### src/rtl/oled_mode_scheduler.sv
// -----------------------------------------------------------------------------
// oled_mode_scheduler
//
// Serialises operation requests towards the SSD1331 OLED interface controller.
// Four request lines are latched into a pending set. Requests are arbitrated by
// fixed priority (0 > 3 > 1 > 2) and gated by the panel power state. Exactly one
// START/MODE transaction is outstanding at a time, and completion is tracked
// through the interface's READY handshake. A watchdog aborts a transaction
// whose READY never returns high and raises a sticky error flag.
//
// Optional feature macro: OLED_SCHED_AUTO_REDRAW_EN
//   defined   : while powered, a change of i_BG_COLOR against a registered copy
//               queues a colour-fill request (bit 2).
//   undefined : colour changes only take effect through an explicit i_REQ[2].
//
// Ports
//   i_CLK       system clock, rising edge
//   i_RST       synchronous reset, active low
//   i_REQ[3:0]  request pulses/levels: 0 power-on, 1 draw text,
//               2 colour fill, 3 power-off
//   o_ACK[3:0]  one-cycle completion pulse per request bit
//   i_READY     READY from the OLED interface
//   o_MODE[1:0] mode to the OLED interface (granted request bit index)
//   o_START     one-cycle start pulse to the OLED interface
//   i_BG_COLOR  requested background colour
//   o_BG_COLOR  colour frozen at issue, held until the next issue
//   o_BUSY      high from grant until the ACK/abort cycle inclusive
//   o_POWERED   panel power state
//   o_ERR       sticky timeout flag
// -----------------------------------------------------------------------------
module oled_mode_scheduler #(
    parameter int TIMEOUT_CYCLES   = 4000000,
    parameter int BUSY_WAIT_CYCLES = 16,
    parameter int N_COLOR_BITS     = 8
) (
    input  logic                    i_CLK,
    input  logic                    i_RST,
    input  logic [3:0]              i_REQ,
    output logic [3:0]              o_ACK,
    input  logic                    i_READY,
    output logic [1:0]              o_MODE,
    output logic                    o_START,
    input  logic [N_COLOR_BITS-1:0] i_BG_COLOR,
    output logic [N_COLOR_BITS-1:0] o_BG_COLOR,
    output logic                    o_BUSY,
    output logic                    o_POWERED,
    output logic                    o_ERR
);

    localparam int TO_W = $clog2(TIMEOUT_CYCLES + 1);
    localparam int BW_W = $clog2(BUSY_WAIT_CYCLES + 1);

    localparam logic [TO_W-1:0] TO_LAST = TO_W'(TIMEOUT_CYCLES - 1);
    localparam logic [TO_W-1:0] TO_MAX  = TO_W'(TIMEOUT_CYCLES);
    localparam logic [BW_W-1:0] BW_LAST = BW_W'(BUSY_WAIT_CYCLES - 1);

    typedef enum logic [2:0] {
        IDLE      = 3'd0,
        ISSUE     = 3'd1,
        WAIT_FALL = 3'd2,
        WAIT_RISE = 3'd3,
        DONE      = 3'd4,
        ABORT     = 3'd5
    } state_t;

    state_t                  state_reg;
    state_t                  state_next;

    logic [3:0]              pending_reg;
    logic [3:0]              pending_next;
    logic [1:0]              cur_idx_reg;
    logic [1:0]              mode_reg;
    logic [N_COLOR_BITS-1:0] bg_reg;
    logic [3:0]              ack_reg;
    logic                    powered_reg;
    logic                    err_reg;
    logic [TO_W-1:0]         to_cnt_reg;
    logic [BW_W-1:0]         busy_cnt_reg;

    logic [3:0]              issue_ok;
    logic [3:0]              noop_ok;
    logic [3:0]              cand;
    logic                    sel_valid;
    logic [1:0]              sel_idx;
    logic                    sel_noop;
    logic                    grant_issue;
    logic                    grant_noop;
    logic [3:0]              clr_mask;
    logic [3:0]              redraw_set;
    logic [3:0]              ack_set;

    // -------------------------------------------------------------------------
    // Per-bit eligibility. Power-on is only a real operation when unpowered,
    // power-off only when powered; the opposite case completes as a no-op.
    // Draw/fill need the panel powered and otherwise just stay queued.
    // -------------------------------------------------------------------------
    for (genvar gi = 0; gi < 4; gi++) begin : g_elig
        if (gi == 0) begin : g_power_on
            assign issue_ok[gi] = pending_reg[gi] & ~powered_reg;
            assign noop_ok[gi]  = pending_reg[gi] &  powered_reg;
        end else if (gi == 3) begin : g_power_off
            assign issue_ok[gi] = pending_reg[gi] &  powered_reg;
            assign noop_ok[gi]  = pending_reg[gi] & ~powered_reg;
        end else begin : g_draw
            assign issue_ok[gi] = pending_reg[gi] &  powered_reg;
            assign noop_ok[gi]  = 1'b0;
        end
    end

    assign cand = issue_ok | noop_ok;

    // Fixed priority 0 > 3 > 1 > 2 across real and no-op candidates alike.
    always_comb begin
        sel_valid = 1'b0;
        sel_idx   = 2'd0;
        if (cand[0]) begin
            sel_valid = 1'b1;
            sel_idx   = 2'd0;
        end else if (cand[3]) begin
            sel_valid = 1'b1;
            sel_idx   = 2'd3;
        end else if (cand[1]) begin
            sel_valid = 1'b1;
            sel_idx   = 2'd1;
        end else if (cand[2]) begin
            sel_valid = 1'b1;
            sel_idx   = 2'd2;
        end
    end

    assign sel_noop = noop_ok[sel_idx];

    // A no-op completes without touching the interface, so it does not wait
    // for READY; a real grant stalls in IDLE until READY is high.
    assign grant_noop  = (state_reg == IDLE) && sel_valid && sel_noop;
    assign grant_issue = (state_reg == IDLE) && sel_valid && !sel_noop && i_READY;
    assign clr_mask    = (grant_noop || grant_issue) ? (4'b0001 << sel_idx) : 4'b0000;

    // -------------------------------------------------------------------------
    // Automatic redraw on background colour change.
    // -------------------------------------------------------------------------
`ifdef OLED_SCHED_AUTO_REDRAW_EN
    logic [N_COLOR_BITS-1:0] bg_copy_reg;

    always_ff @(posedge i_CLK) begin
        if (!i_RST) begin
            bg_copy_reg <= '0;
        end else begin
            bg_copy_reg <= i_BG_COLOR;
        end
    end

    assign redraw_set = {1'b0, powered_reg && (i_BG_COLOR != bg_copy_reg), 2'b00};
`else
    assign redraw_set = 4'b0000;
`endif

    // Set after clear: a request arriving on its own grant cycle is re-queued.
    assign pending_next = (pending_reg & ~clr_mask) | i_REQ | redraw_set;

    for (genvar gi = 0; gi < 4; gi++) begin : g_ack
        assign ack_set[gi] = (state_reg == DONE) && (cur_idx_reg == 2'(gi));
    end

    // -------------------------------------------------------------------------
    // FSM: state register
    // -------------------------------------------------------------------------
    always_ff @(posedge i_CLK) begin
        if (!i_RST) begin
            state_reg <= IDLE;
        end else begin
            state_reg <= state_next;
        end
    end

    // -------------------------------------------------------------------------
    // FSM: next-state logic
    // -------------------------------------------------------------------------
    always_comb begin
        state_next = state_reg;
        case (state_reg)
            IDLE: begin
                if (grant_noop) begin
                    state_next = DONE;
                end else if (grant_issue) begin
                    state_next = ISSUE;
                end
            end
            ISSUE: begin
                state_next = WAIT_FALL;
            end
            WAIT_FALL: begin
                // READY never dropping within the window counts as completion.
                if (!i_READY) begin
                    state_next = WAIT_RISE;
                end else if (busy_cnt_reg == BW_LAST) begin
                    state_next = DONE;
                end
            end
            WAIT_RISE: begin
                if (i_READY) begin
                    state_next = DONE;
                end else if (to_cnt_reg >= TO_LAST) begin
                    state_next = ABORT;
                end
            end
            DONE:    state_next = IDLE;
            ABORT:   state_next = IDLE;
            default: state_next = IDLE;
        endcase
    end

    // -------------------------------------------------------------------------
    // FSM: outputs decoded from state
    // -------------------------------------------------------------------------
    always_comb begin
        o_START = (state_reg == ISSUE);
        // The ACK pulse lands in the IDLE cycle after DONE; keep BUSY up for it.
        o_BUSY  = (state_reg != IDLE) || (ack_reg != 4'b0000);
    end

    // -------------------------------------------------------------------------
    // Datapath: pending set, issue latches, counters, status flags
    // -------------------------------------------------------------------------
    always_ff @(posedge i_CLK) begin
        if (!i_RST) begin
            pending_reg  <= 4'b0000;
            cur_idx_reg  <= 2'd0;
            mode_reg     <= 2'd0;
            bg_reg       <= '0;
            ack_reg      <= 4'b0000;
            powered_reg  <= 1'b0;
            err_reg      <= 1'b0;
            to_cnt_reg   <= '0;
            busy_cnt_reg <= '0;
        end else begin
            pending_reg <= pending_next;
            ack_reg     <= ack_set;

            if (grant_noop || grant_issue) begin
                cur_idx_reg <= sel_idx;
            end

            // MODE and colour are only refreshed by a real issue.
            if (grant_issue) begin
                mode_reg <= sel_idx;
                bg_reg   <= i_BG_COLOR;
            end

            // Watchdog runs from the ISSUE cycle onward and saturates.
            if (state_reg == IDLE) begin
                to_cnt_reg <= '0;
            end else if (to_cnt_reg != TO_MAX) begin
                to_cnt_reg <= to_cnt_reg + TO_W'(1);
            end

            if (state_reg == WAIT_FALL) begin
                busy_cnt_reg <= busy_cnt_reg + BW_W'(1);
            end else begin
                busy_cnt_reg <= '0;
            end

            if (state_reg == DONE) begin
                if (cur_idx_reg == 2'd0) begin
                    powered_reg <= 1'b1;
                end else if (cur_idx_reg == 2'd3) begin
                    powered_reg <= 1'b0;
                end
            end

            if (state_reg == ABORT) begin
                err_reg     <= 1'b1;
                powered_reg <= 1'b0;
            end
        end
    end

    assign o_ACK      = ack_reg;
    assign o_MODE     = mode_reg;
    assign o_BG_COLOR = bg_reg;
    assign o_POWERED  = powered_reg;
    assign o_ERR      = err_reg;

endmodule

### config.mk
export PLATFORM = sky130hd
export DESIGN_NAME = oled_mode_scheduler
export DESIGN_NICKNAME = d
export VERILOG_FILES = /design/src/rtl/oled_mode_scheduler.sv
export SDC_FILE = /design/constraint.sdc
export NUM_CORES = 1
export LEC_CHECK = 0
export CAP_MARGIN = 15
export CORE_ASPECT_RATIO = 0.6
export CORE_MARGIN = 4
export CORE_UTILIZATION = 50
export CTS_CLUSTER_DIAMETER = 100
export DETAILED_ROUTE_END_ITERATION = 16
export HOLD_SLACK_MARGIN = 0.08
export MAX_ROUTING_LAYER = met4
export PLACE_DENSITY = 0.73
export SYNTH_ARGS = -nofsm -noshare
export SYNTH_HDL_FRONTEND = slang
export SYNTH_SLANG_ARGS = --single-unit
export TNS_END_PERCENT = 100
### constraint.sdc
create_clock -name i_CLK -period 3.72 [get_ports i_CLK]
set_clock_uncertainty 0.15 [all_clocks]
set_input_delay 0.744 -clock i_CLK [delete_from_list [all_inputs] [get_ports i_CLK]]
set_output_delay 0.744 -clock i_CLK [all_outputs]
set_load 0.05 [all_outputs]
* Yosys cells after proc, flatten, opt, wreduce, memory -nomap -nowiden *
Index checks and enable logic that the tools add are counted.

word-level totals
  word-level logic and storage cells = 81
  register bits = 52
  output and inout port bits = 18
  input port bits = 15

cells by class
  bitwise logic cells = 12
  muxes and demuxes = 20
  order comparisons = 2
  shift operators = 1
  reductions and logical operators = 21
  equality and inequality tests = 13
  $add $sub $neg = 2

operators by type and width
  kind                                                       count
  adder 22 x 1 -> 22 bit, second input constant              1
  greater-or-equal comparator 22 bit, second input constant  1
  != test 22 bit, second input constant                      1
  2-to-1 mux 3 bit                                           6
  one-hot mux 3 bit (4 select lines)                         1
  != test 3 bit, second input constant                       3
  logical AND 1 bit                                          8
  2-to-1 mux 2 bit                                           4
  OR 4 bit                                                   2
  2-to-1 mux 1 bit                                           7
  bitwise AND 1 bit                                          6
  equality test 3 x 2 -> 1 bit, second input constant        2
  equality test 3 bit, second input constant                 2
  adder 5 x 1 -> 5 bit, second input constant                1
  equality test 5 x 4 -> 1 bit, second input constant        1
  bitwise AND 4 bit                                          1
  equality test 2 bit, second input constant                 2
  2-to-1 mux 4 bit                                           1
  NOT 4 bit                                                  1
  AND reduction 2 bit                                        2
  nonzero test 4 bit                                         1
  OR reduction 2 bit                                         2
  left shift 1 x 2 -> 4 bit, first input constant            1
  equality test 3 x 1 -> 1 bit, second input constant        1
  other kinds (11)                                           13

* Longest topological paths before layout *
  word-level depth = 17
  gate-level depth with buffers = 7
  gate-level depth less buffers = 7

* Worst setup path after synthesis *
No wires, ideal clock.

  kind = register to register
  from = reg to_cnt_reg[13]
  to = reg state_reg[2]
  path buffers = 0
  arrival = 1,897 ps
  path slack = 1,593 ps
  setup time = 79 ps
  stages on the path, launching flop included = 5
  period minus slack after synthesis = 2,127 ps
  required time = 3,491 ps
  cells stage by stage = dfxtp_1 or4_4 or4_4 or3_1 a211oi_2

on the way
  cells in the longest elaborated chain, start to end = 3

RTL lines
  item                                line  source
  start, declared                     77    logic [TO_W-1:0] to_cnt_reg;
  start signal, assigned              254   to_cnt_reg <= to_cnt_reg + TO_W'(1);
  greater-or-equal comparator 22 bit  203   end else if (to_cnt_reg >= TO_LAST) begin
  != test 3 bit (no line)             -
  AND reduction 3 bit (no line)       -
  end signal, assigned                172   state_reg <= state_next;
  end, declared                       66    state_t state_reg;

No other way between the ends.
A chain may end at the register's enable or synchronous reset.

* Worst setup path in the final report *
  from = reg state_reg[1]
  to = out o_BUSY

on the way
  cells in the longest elaborated chain, start to end = 2

RTL lines
  item                line  source
  nonzero test 3 bit  219   o_BUSY = (state_reg != IDLE) || (ack_reg != 4'b0000);
  logical OR 1 bit    219
  end, declared       45    output logic o_BUSY,

No other way between the ends.

==> metrics.csv <==
stage,metric,value,unit
detailed_routing,Antenna Nets Post-Route,0,
timing,fin crit share,75.8,%
power_and_ir_drop,total power divided by cell area,399,nW/um^2
power_and_ir_drop,Int Power,0.000838,W
global_route,first-pass GRT wire length,9270,um
synthesis,synth top area cells,"dfxtp_1 41%, nand3_1 4.1%, o21ai_0 4.1%",
synthesis,Syn Nets,317,
worst_setup_path,Required @ worst endpoint,2.83,ns
detailed_routing,final wirelength,5440,um
placed_design,Post-DP HPWL,3960,um
timing,Final setup viols,0,
hold_path,HP Class,reg -> reg,
cts,cts hold-fix bufs,0,
synthesis,Unique masters post-synth,55,
floorplanning,Horiz. Die Dim,100,um
floorplanning,Die Area,6360,sq um
worst_setup_path,reg2reg start,to_cnt_reg[2],
synthesis,most frequent cell after synthesis,dfxtp_1,
synthesis,Synth warnings,0,
cts,Clock Pin Slew Worst Setup and Hold Paths,0.08,ns
worst_setup_path,CP Launch Point,state_reg[1],
synthesis,synth cell count leaders,"52 x dfxtp_1, 26 x nor2_1, 21 x nand3_1, 21 x o21ai_0",
layout,share of cells above drive strength 1,6.48,%
placed_design,Place WS,0.986,ns
global_route,largest net degree at the start of global routing,26,
layout,area delta synth->final,17.3,%
cts,number of gates resized after cts,0,
detailed_routing,Detailed Routing Iterations Pass 1,4,
timing,Slew HR,45.3,%
worst_setup_path,Critical Path Sink Type,output pin,
detailed_routing,1st-iter DRT viols,113,
power_and_ir_drop,Sequential Power Share,50.8,%
global_route,Total GRT Usage,18.5,%
floorplanning,Ports,33,
synthesis,top_reg_cell synth,dfxtp_1,
synthesis,syn_area_per_cell,8.70,sq um
power_and_ir_drop,maximum vdd drop,0.000267,V
power_and_ir_drop,LEAKAGE,1.00,nW
synthesis,fraction of registers with async set/reset,0,%
detailed_routing,total number of vias,2204,
timing,Final Slew Violations,0,
cts,setup bufs post-CTS,0,
placed_design,Post-DP Area,2910,sq um
power_and_ir_drop,Overall Power,0.00120,W
cts,CTS buffer count,5,
timing,Final WS setup,0.901,ns
worst_setup_path,highest fanout seen on the critical path,13,
timing,Period minus WS final,2.82,ns
floorplanning,row count,19,
power_and_ir_drop,Clock power frac,28.3,%
flow_run,total of max-cap violations,0,
floorplanning,chip height,63.4,um
cts,Root Driver,clkbuf_8,
detailed_routing,Residual DRC,0,
power_and_ir_drop,Gate power share,20.8,%
synthesis,Post-synth EDFFs,0,
cts,Clock Latency Late Sink,0.30,ns
synthesis,register area share after synthesis,40.7,%
cts,Clock Sink Count,52,
worst_setup_path,critical path class,reg -> out,
global_route,initial antenna violation count,0,
global_route,vias in the first global route,1917,
cts,CTS tree,done,
status,run status,completed,
detailed_routing,Vias/cell,5.70,
timing,Setup Total Neg Slack,0,ns
layout,post-route cell area,3000,sq um
cts,H-tree Lvls,2,
power_and_ir_drop,Psw,0.000361,W
floorplanning,initial core utilization,53.8,%
synthesis,Mapped Cells,294,
worst_setup_path,Setup crit start kind,flop,
detailed_routing,Avg WL per Cell,14.1,um
timing,Final Hold Fails,0,
layout,Util after Layout,63.1,%
hold_path,Worst Hold Launch,busy_cnt_reg[0],
cts,clk buf depth,2,
power_and_ir_drop,switching part of the total,30.1,%
global_route,GR Overflow Total,0,
layout,antenna cell count,0,
synthesis,#FFs+latches synth,52,
timing,RSZ-0062 raised after global routing,false,
synthesis,post-synth top area share,40.7,%
placed_design,RePlAce Congestion,0.797,
timing,Max Clock Freq,355,MHz
synthesis,Synth area leader,dfxtp_1,
timing,Worst Max-Slew Pin Slew,0.820,ns
worst_setup_path,CP arrival,1.93,ns
placed_design,port bufs,32,
layout,nets,347,
floorplanning,core area,4750,sq um
synthesis,Mapped Area,2560,sq um
layout,number of flip-flops under the largest register name,22,
-- area by class of cell --
| cell class | instances | area, sq um |
|---|---|---|
| Multi-Input combinational cell | 220 | 1410 |
| Tap cell | 63 | 78.8 |
| Clock buffer | 7 | 96.3 |
| Fill cell | 430 | 1750 |
| Inverter | 11 | 41.3 |
| Sequential cell | 52 | 1040 |
| Timing Repair Buffer | 34 | 335 |
-- metrics by stage --
step	cells	hold WS (ns)
detailed placement	380	0.287
global route	387	0.336
finish	387	0.297
floorplan	294	0.268
CTS	387	0.303
global placement	380	0.282
-- power by group through the flow --
stage	Clock, W	Sequential (W)	Combinational [W]
2_1_floorplan	0	0.000634	0.000158
3_3_place_gp	0	0.000620	0.000247
3_5_place_dp	0	0.000621	0.000249
4_1_cts	0.000351	0.000608	0.000250
5_1_grt	0.000378	0.000613	0.000273
6_report	0.000340	0.000609	0.000250
-- final timing paths --
path | slack (ns) | cells after the start | to
setup / recovery | 0.90 | 3 | o_BUSY
hold / removal | 0.30 | 1 | busy_cnt_reg[0]
setup reg to reg | 1.43 | 4 | to_cnt_reg[17]
hold reg to reg | 0.30 | 1 | busy_cnt_reg[0]
-- critical path, stage by stage (launching register included) --
cell             delay (ns)
dfxtp_1                0.43
nor3_1                 0.40
nand2_1                0.08
clkdlybuf4s50_1        0.71
-- per-layer routing --
| metal | global-route usage, % | vias to the layer above | part of all wire (%) |
|---|---|---|---|
| met3 | 4.08 | 5 | 7.1 |
| met5 | - | - | 0 |
| met2 | 23.0 | 55 | 39 |
| met1 | 28.9 | 1021 | 53 |
| met4 | 5.04 | 0 | 0.94 |
| li1 | - | 1123 | - |
-- cell families (layout without fill, tap and decap cells) --
| group | Yosys count | in the layout | share of synthesized area [%] |
|---|---|---|---|
| fa+ha+maj | 8 | 8 | 3.91 |
| xor+xnor | 12 | 12 | 4.11 |
| buf+inv | 22 | 52 | 4.25 |
| flops | 52 | 52 | 40.7 |
| compound gates | 67 | 67 | 17.1 |
| simple gates | 129 | 129 | 28.4 |
| mux | 4 | 4 | 1.61 |
-- cell usage in the layout, fill, tap and decap left out, types with 3 or more instances in the layout --
cell type / netlist / layout
or4_1: 5 / 5
nand3_1: 21 / 21
and3_1: 3 / 3
nor2b_1: 4 / 4
nor4b_1: 4 / 4
xnor2_1: 6 / 6
dfxtp_1: 52 / 52
mux2i_1: 3 / 3
nor3_1: 7 / 7
inv_1: 10 / 10
clkbuf_8: 1 / 7
nand2_1: 14 / 14
nand4_1: 7 / 7
a21boi_0: 10 / 10
o21ai_0: 21 / 21
nor4_1: 5 / 5
nand2b_1: 6 / 6
nor2_1: 26 / 26
or3_1: 5 / 5
xor2_1: 6 / 6
and2_1: 6 / 6
ha_1: 8 / 8
a21oi_1: 14 / 14
o31ai_1: 5 / 5
clkdlybuf4s50_1: 0 / 32
No activity file was read; power rests on OpenSTA's default activity.
